## src/rtl/skeleton_pass_controller.sv

```systemverilog
// Frame store and pass sequencer for the thinning datapath: loads an N*N frame, feeds the
// mask stage, merges its write-back, and repeats passes until the frame stops changing.
//
// state   | meaning
// LOAD    | accepting host pixels into the frame
// IDLE    | frame loaded, waiting for start
// FEED    | mask stage reading the frame (mask_we high)
// COLLECT | merging mask write-back into the frame
// DECIDE  | one cycle: tally the pass and pick another pass or DONE
// DONE    | converged or pass limit reached; frame readable
module skeleton_pass_controller #(
    parameter int N          = 8,
    parameter int BIT_SIZE   = 6,
    parameter int MAX_PASSES = 16
) (
    input  logic                clk,
    input  logic                rst,
    input  logic                load_valid,
    input  logic [7:0]          load_data,
    output logic                load_ready,
    input  logic                start,
    output logic                mask_we,
    output logic [7:0]          mask_data,
    input  logic [BIT_SIZE:0]   mask_address,
    input  logic [7:0]          mask_output,
    input  logic                mask_write_out_enable,
    input  logic [BIT_SIZE:0]   rd_addr,
    output logic [7:0]          rd_data,
    output logic                busy,
    output logic                done,
    output logic [7:0]          pass_count,
    output logic [BIT_SIZE+1:0] change_count
);
    localparam int AW   = BIT_SIZE + 1;
    localparam int NPIX = N * N;
    localparam int IW   = (NPIX > 1) ? $clog2(NPIX) : 1;

    typedef enum logic [2:0] {
        S_LOAD, S_IDLE, S_FEED, S_COLLECT, S_DECIDE, S_DONE
    } state_t;

    state_t          state;
    logic [7:0]      frame [NPIX];
    logic [AW-1:0]   idx;
    logic [AW-1:0]   prev_addr;
    logic [AW:0]     changed;

    logic            capture;
    logic            pix_changed;
    logic            frame_we;
    logic [IW-1:0]   frame_waddr;
    logic [7:0]      frame_wdata;
    logic [7:0]      mask_rd;
    logic [7:0]      host_rd;
    logic [7:0]      prev_rd;

    // Addresses beyond the frame read as zero and never write.
    always_comb begin
        mask_rd = ({1'b0, mask_address} < (AW+1)'(NPIX)) ? frame[mask_address[IW-1:0]] : 8'h00;
        host_rd = ({1'b0, rd_addr} < (AW+1)'(NPIX)) ? frame[rd_addr[IW-1:0]] : 8'h00;
        prev_rd = frame[prev_addr[IW-1:0]];
    end

    assign load_ready = (state == S_LOAD);

    always_comb begin
        capture     = 1'b0;
        pix_changed = 1'b0;
        frame_we    = 1'b0;
        frame_waddr = idx[IW-1:0];
        frame_wdata = load_data;
        if (state == S_LOAD) begin
            frame_we = load_valid;
        end else if (state == S_COLLECT) begin
            capture     = mask_write_out_enable ? (mask_address != prev_addr) : 1'b1;
            pix_changed = capture && (mask_output != prev_rd)
                          && ({1'b0, prev_addr} < (AW+1)'(NPIX));
            frame_we    = pix_changed;
            frame_waddr = prev_addr[IW-1:0];
            frame_wdata = mask_output;
        end
        if (rst) frame_we = 1'b0;
    end

    always_ff @(posedge clk) begin
        if (frame_we) frame[frame_waddr] <= frame_wdata;
    end

    always_ff @(posedge clk) begin
        if (rst) begin
            state        <= S_LOAD;
            idx          <= '0;
            prev_addr    <= '0;
            changed      <= '0;
            mask_we      <= 1'b0;
            mask_data    <= 8'h00;
            busy         <= 1'b0;
            done         <= 1'b0;
            pass_count   <= 8'h00;
            change_count <= '0;
            rd_data      <= 8'h00;
        end else begin
            rd_data <= host_rd;
            case (state)
                S_LOAD: begin
                    if (load_valid) begin
                        if (idx == AW'(NPIX - 1)) begin
                            idx   <= '0;
                            state <= S_IDLE;
                        end else begin
                            idx <= idx + 1'b1;
                        end
                    end
                end
                S_IDLE, S_DONE: begin
                    if (start) begin
                        pass_count   <= 8'h00;
                        change_count <= '0;
                        changed      <= '0;
                        busy         <= 1'b1;
                        done         <= 1'b0;
                        mask_we      <= 1'b1;
                        mask_data    <= mask_rd;
                        state        <= S_FEED;
                    end else if (state == S_DONE && load_valid) begin
                        done  <= 1'b0;
                        idx   <= '0;
                        state <= S_LOAD;
                    end
                end
                S_FEED: begin
                    if (mask_write_out_enable) begin
                        mask_we   <= 1'b0;
                        prev_addr <= mask_address;
                        state     <= S_COLLECT;
                    end else begin
                        mask_data <= mask_rd;
                    end
                end
                S_COLLECT: begin
                    if (capture) begin
                        if (pix_changed) changed <= changed + 1'b1;
                        if (mask_write_out_enable) prev_addr <= mask_address;
                        else state <= S_DECIDE;
                    end
                end
                S_DECIDE: begin
                    pass_count   <= (pass_count == 8'hFF) ? pass_count : pass_count + 8'd1;
                    change_count <= changed;
                    changed      <= '0;
                    if (changed == '0 || ({1'b0, pass_count} + 9'd1 == 9'(MAX_PASSES))) begin
                        busy  <= 1'b0;
                        done  <= 1'b1;
                        state <= S_DONE;
                    end else begin
                        mask_we   <= 1'b1;
                        mask_data <= mask_rd;
                        state     <= S_FEED;
                    end
                end
                default: state <= S_LOAD;
            endcase
        end
    end
endmodule

```

## config.mk

```make
export PLATFORM = sky130hd
export DESIGN_NAME = skeleton_pass_controller
export DESIGN_NICKNAME = d
export VERILOG_FILES = /design/src/rtl/skeleton_pass_controller.sv
export SDC_FILE = /design/constraint.sdc
export NUM_CORES = 1
export LEC_CHECK = 0
export CAP_MARGIN = 5
export CELL_PAD_IN_SITES_DETAIL_PLACEMENT = 0
export CELL_PAD_IN_SITES_GLOBAL_PLACEMENT = 1
export CORE_MARGIN = 1.5
export CORE_UTILIZATION = 40
export CTS_BUF_LIST = sky130_fd_sc_hd__clkbuf_16
export DETAILED_ROUTE_END_ITERATION = 10
export PLACE_DENSITY_LB_ADDON = 0.1
export REMOVE_ABC_BUFFERS = 1
export SLEW_MARGIN = 20
export SYNTH_ARGS = -nofsm -noshare
export SYNTH_HDL_FRONTEND = slang
export SYNTH_SLANG_ARGS = --single-unit
export TNS_END_PERCENT = 30
```

## constraint.sdc

```tcl
create_clock -name clk -period 6 [get_ports clk]
set_input_delay 1.2 -clock clk [delete_from_list [all_inputs] [get_ports clk]]
set_output_delay 1.2 -clock clk [all_outputs]
set_load 0.005 [all_outputs]
```

* After elaboration in Yosys (flattened, before gate mapping)
Memory sizes are Yosys's and may differ from the RTL's. A register that Yosys moved wholly into a read port is not among the register bits.
Cells that the tools add are included.
** Storage, ports and cells
- Memories :: 1
- Logic and storage cells :: 120
- Input bits :: 35
- Memory bits (writable) :: 512
- Flip-flop bits (word level) :: 52
- Latch bits :: 0
- Memory bits (read-only) :: 0
** Operators by class
- Divide/modulo/power cells :: 0
- $add $sub $neg :: 4
- Shift operators :: 0
- Reductions and logical operators :: 23
- Eq/ne operators :: 24
- $mul :: 0
- Magnitude comparators :: 3
- Bitwise gates (word level) :: 1
- Mux-type cells :: 54
** Memory list
- frame :: depth 64, bits a word 8, rd ports 3, clocked after memory_dff 2, wr ports 1, line 43 : logic [7:0] frame [NPIX];
** Operators with widths (number)
- 8-bit two-way mux :: 10
- 8-bit one-hot mux with 3 select lines :: 2
- 7-bit two-way mux :: 6
- 8-bit one-hot mux with 2 select lines :: 2
- 7-bit one-hot mux with 2 select lines :: 2
- 3-bit two-way mux :: 8
- 6-bit two-way mux :: 4
- 2-bit inequality test, second input constant :: 12
- 7-bit less-than comparator, second input constant :: 3
- 8-bit by 1-bit adder with 8-bit output, second input constant :: 2
- 1-bit two-way mux :: 16
- 4-bit AND reduction :: 4
- 3-bit one-hot mux with 5 select lines :: 1
- 8-bit by 1-bit adder with 9-bit output, second input constant :: 1
- 9-bit by 5-bit equality test with 1-bit output, second input constant :: 1
- 3-bit AND reduction :: 3
- 8-bit equality test, second input constant :: 1
- 8-bit zero test :: 1
- 8-bit inequality test :: 1
- 7-bit by 1-bit adder with 7-bit output, second input constant :: 1
- 7-bit by 6-bit equality test with 1-bit output, second input constant :: 1
- 7-bit inequality test :: 1
- 3-bit by 2-bit equality test with 1-bit output, second input constant :: 2
- 3-bit equality test, second input constant :: 2
- other kinds (14) :: 22

* Logic depth before layout (Yosys ltp)
- Depth after elaboration :: 9
- Depth in mapped cells :: 16

* Worst setup path after synthesis
Ideal clock, no wire load.
- Path type :: in2reg
- Start :: in mask_address[5]
- End :: mem frame[36][0], enable pin
- Path slack :: 1.432 ns
- Arrival :: 4.148 ns
- Cell stages on the path :: 9
- Cell sequence :: clkbuf_1 -> xnor2_1 -> nand4_1 -> o21ai_0 -> nor2_1 -> o21ai_2 -> buf_4 -> buf_6 -> a2111oi_0
** Between the ends
- Longest elaborated chain between the ends :: 9
** Ends and longest elaborated chain
- start: declaration :: line 24 : input logic [BIT_SIZE:0] mask_address,
- 7-bit inequality test :: line 75 : capture = mask_write_out_enable ? (mask_address != prev_addr) : 1'b1;
- 1-bit two-way mux :: line 75
- 1-bit logical AND :: line 76 : pix_changed = capture && (mask_output != prev_rd)
- 1-bit logical AND :: line 77 : && ({1'b0, prev_addr} < (AW+1)'(NPIX));
- 1-bit two-way mux :: line 74 : end else if (state == S_COLLECT) begin
- 1-bit two-way mux :: line 72 : if (state == S_LOAD) begin
- 1-bit two-way mux :: line 82 : if (rst) frame_we = 1'b0;
- 1-bit two-way mux :: line 86 : if (frame_we) frame[frame_waddr] <= frame_wdata;
- 1-bit two-way mux (not written as such) :: line 86
- end: declaration :: line 43
No other way between the ends.

==> impl_metrics.json <==
{
  "grt_pass1_wl_um": 178000,
  "synthTopCellsByArea": "edfxtp_1, mux4_2, dfxtp_1",
  "power_switching_mw": 2.22,
  "maxCapViolations": 0,
  "ys_types": 61,
  "hp-class": "reg -> reg",
  "yosysWarningCount": 0,
  "ant_nets": 0,
  "cts.clk_slew.worst_paths_ns": 0.06,
  "viasPerCell": 7.14,
  "yosysTopAreaCell": "edfxtp_1",
  "die_h_um": 284,
  "p_comb_share_pct": 8.6,
  "synth_edf_count": 512,
  "cp_max_fo": 19,
  "drv_slew": 0,
  "cp-endpoint": "frame[23][4]$_DFFE_PP_",
  "critPathKind": "reg -> reg",
  "place_area_sq_um": 34100,
  "initial_core_util_pct": 40.2,
  "internal_power_mw": 6.98,
  "arrival_ns": 5.44,
  "final.setup.tns_ns": 0,
  "track_usage_pct": 32.1,
  "post_cts_buffers": 0,
  "status": "completed",
  "synth_cells": 1822,
  "htree_num_levels": 3,
  "gp_congestion": 1.01,
  "firstDrtPassIters": 5,
  "yosys_register_bits": 578,
  "rrSetupSlack_ns": 0.83,
  "grt_overflow": 0,
  "root_buffer": "clkbuf_16",
  "clockBufferDepth": 3,
  "dr.first_iter.drc_count": 3407,
  "endpoint_kind": "flip-flop",
  "cts_resized": 0,
  "area_delta_synth_final_pct": 15.1,
  "ys_seq_area_share_pct": 52.7,
  "numClockSinks": 578,
  "yosysMostFrequentCell": "edfxtp_1",
  "synth-main-ff-cell": "edfxtp_1",
  "worst_r2r_path_depth": 11,
  "tightest_slew_ns": 1.16,
  "rows": 103,
  "dp_cells": 2856,
  "async_reset_ff_share_pct": 0,
  "hold_ws_ns": 0.492,
  "cts_hold_buffers": 0,
  "grt_antenna_before_repair": 14,
  "seq_power_share_pct": 47.8,
  "cts-buffers-inserted": 67,
  "die_x_um": 284,
  "slew-limit-headroom_pct": 22.5,
  "regArea_sq_um": 16700,
  "required_ns": 6.27,
  "clockPowerShare_pct": 43.7,
  "wirelength_um": 129000,
  "worstSkewPairLatency_ns": 0.63,
  "hold_viol_final": 0,
  "io_buffers": 70,
  "rsz0062_at_grt": "false",
  "core_area_sq_um": 78700,
  "cts_tree": "done",
  "drive_gt1_share_pct": 38.6,
  "finClkSkew_ns": 0.0223,
  "final_area_sq_um": 36500,
  "drcViolationCount": 0,
  "max_freq_mhz": 193,
  "start_kind": "flip-flop",
  "period_share_pct": 86.2,
  "finish.net_count": 1914,
  "grt_pass1_vias": 20700,
  "vdd_drop_max_mv": 0.184,
  "ioPinCount": 71,
  "grt_max_degree": 85,
  "post_drt_wl_per_cell_um": 43.3,
  "die-area_sq_um": 80900,
  "netlist_area_sq_um": 31700,
  "p_per_area_nw_per_um2": 252,
  "post-dp-hpwl_um": 91600,
  "cellLeakagePower_nw": 10.8,
  "vias": 21300,
  "syn_area_per_cell_sq_um": 17.4,
  "instances_no_fill": 2985,
  "p_sw_share_pct": 24.2,
  "synth_common_cells": "edfxtp_1, mux4_2, nand2_1",
  "fillers": 6643,
  "fin_crit_ns": 5.17,
  "multi_input_area_sq_um": 14900,
  "regToRegEndpoint": "frame[23][4]$_DFFE_PP_",
  "synth_top_area_share_pct": 48.5,
  "setup_viol": 0
}
-- cell usage in the layout (no fill, tap or decap), drive strengths merged, types with 17 or more instances in the layout --
cell / count
clkdlybuf4s50: 61
a21oi: 32
a2111oi: 66
dfxtp: 66
clkinv: 28
inv: 23
nand3: 25
o21ai: 25
nor2: 90
mux2: 32
nor2b: 24
nand2: 92
mux2i: 69
buf: 83
clkbuf: 69
mux4: 442
nand2b: 17
o22ai: 18
a22oi: 23
edfxtp: 512
-- power groups by stage --
| stage | clock network [mW] | logic [mW] | registers, mW |
|---|---|---|---|
| floorplan | 0 | 0.339 | 4.48 |
| global placement | 0 | 0.778 | 4.48 |
| detailed placement | 0 | 0.775 | 4.48 |
| CTS | 4.08 | 0.777 | 4.40 |
| global route | 4.22 | 0.807 | 4.39 |
| finish | 4.02 | 0.790 | 4.40 |
-- critical path: stages (launching register included) --
cell,delay (ns)
dfxtp_4,0.57
buf_4,0.45
mux4_2,0.55
mux2_2,0.28
o22ai_1,0.32
a211oi_1,0.11
or3_1,0.32
a311oi_1,0.42
nand4_1,0.26
o21ai_4,0.69
buf_4,0.52
a2111oi_2,0.28
-- through the flow --
stage | util (%) | setup WS (ns) | power (mW)
finish | 46.3 | 0.829 | 9.20
global route | 46.3 | 0.750 | 9.42
CTS | 46.0 | 1.01 | 9.25
detailed placement | 43.3 | 1.07 | 5.26
global placement | 43.3 | 1.19 | 5.26
floorplan | - | -2.46 | 4.82
-- state kept, by name (all words and copies together), names as in the netlist, named ones only --
register,count
prev_addr,7
rd_data,8
busy,1
pass_count,8
mask_data,8
change_count,8
changed,8
frame,512
state,3
mask_we,1
idx,7
done,1
-- layer usage --
metal	GRT usage (%)	share of wire [%]
met1	44.0	38
met2	49.2	47
met3	7.93	11
met4	13.3	4.7
met5	0	0.074
-- cell type report --
type                       count  area share, %
multi-input combinational   1075           40.8
clock buffer                  69           4.73
tap                         1050           3.60
inverter                       9         0.0926
timing repair buffer         144           3.77
sequential                   578           45.8
clock inverter                53           1.14
antenna                        7         0.0480
-- cell families (layout without fill, tap and decap cells) --
kind of cell             Yosys count  after routing  synth area share [%]
multiplexers                     543            543                  34.7
flip-flops                       578            578                  52.7
AND/OR/NAND/NOR                  304            304                  4.52
XOR/XNOR                          15             15                 0.415
adder cells (fa/ha/maj)            4              4                 0.158
other                              0              7                     0
buffers and inverters            169            275                  2.65
AO/OA/AOI/OAI                    209            209                  4.83
-- how the worst min path moves through the flow --
stage	start	to	cells past startpoint
final	idx[6]$_SDFFE_PP0P_	idx[6]$_SDFFE_PP0P_	1
after global routing	done$_SDFFE_PP0P_	done$_SDFFE_PP0P_	2
after CTS	done$_SDFFE_PP0P_	done$_SDFFE_PP0P_	2
after detailed placement	done$_SDFFE_PP0P_	done$_SDFFE_PP0P_	2
after global placement	done$_SDFFE_PP0P_	done$_SDFFE_PP0P_	2
after floorplan	changed[7]$_SDFFE_PP0P_	changed[7]$_SDFFE_PP0P_	2
No activity file was read; power rests on OpenSTA's default activity.
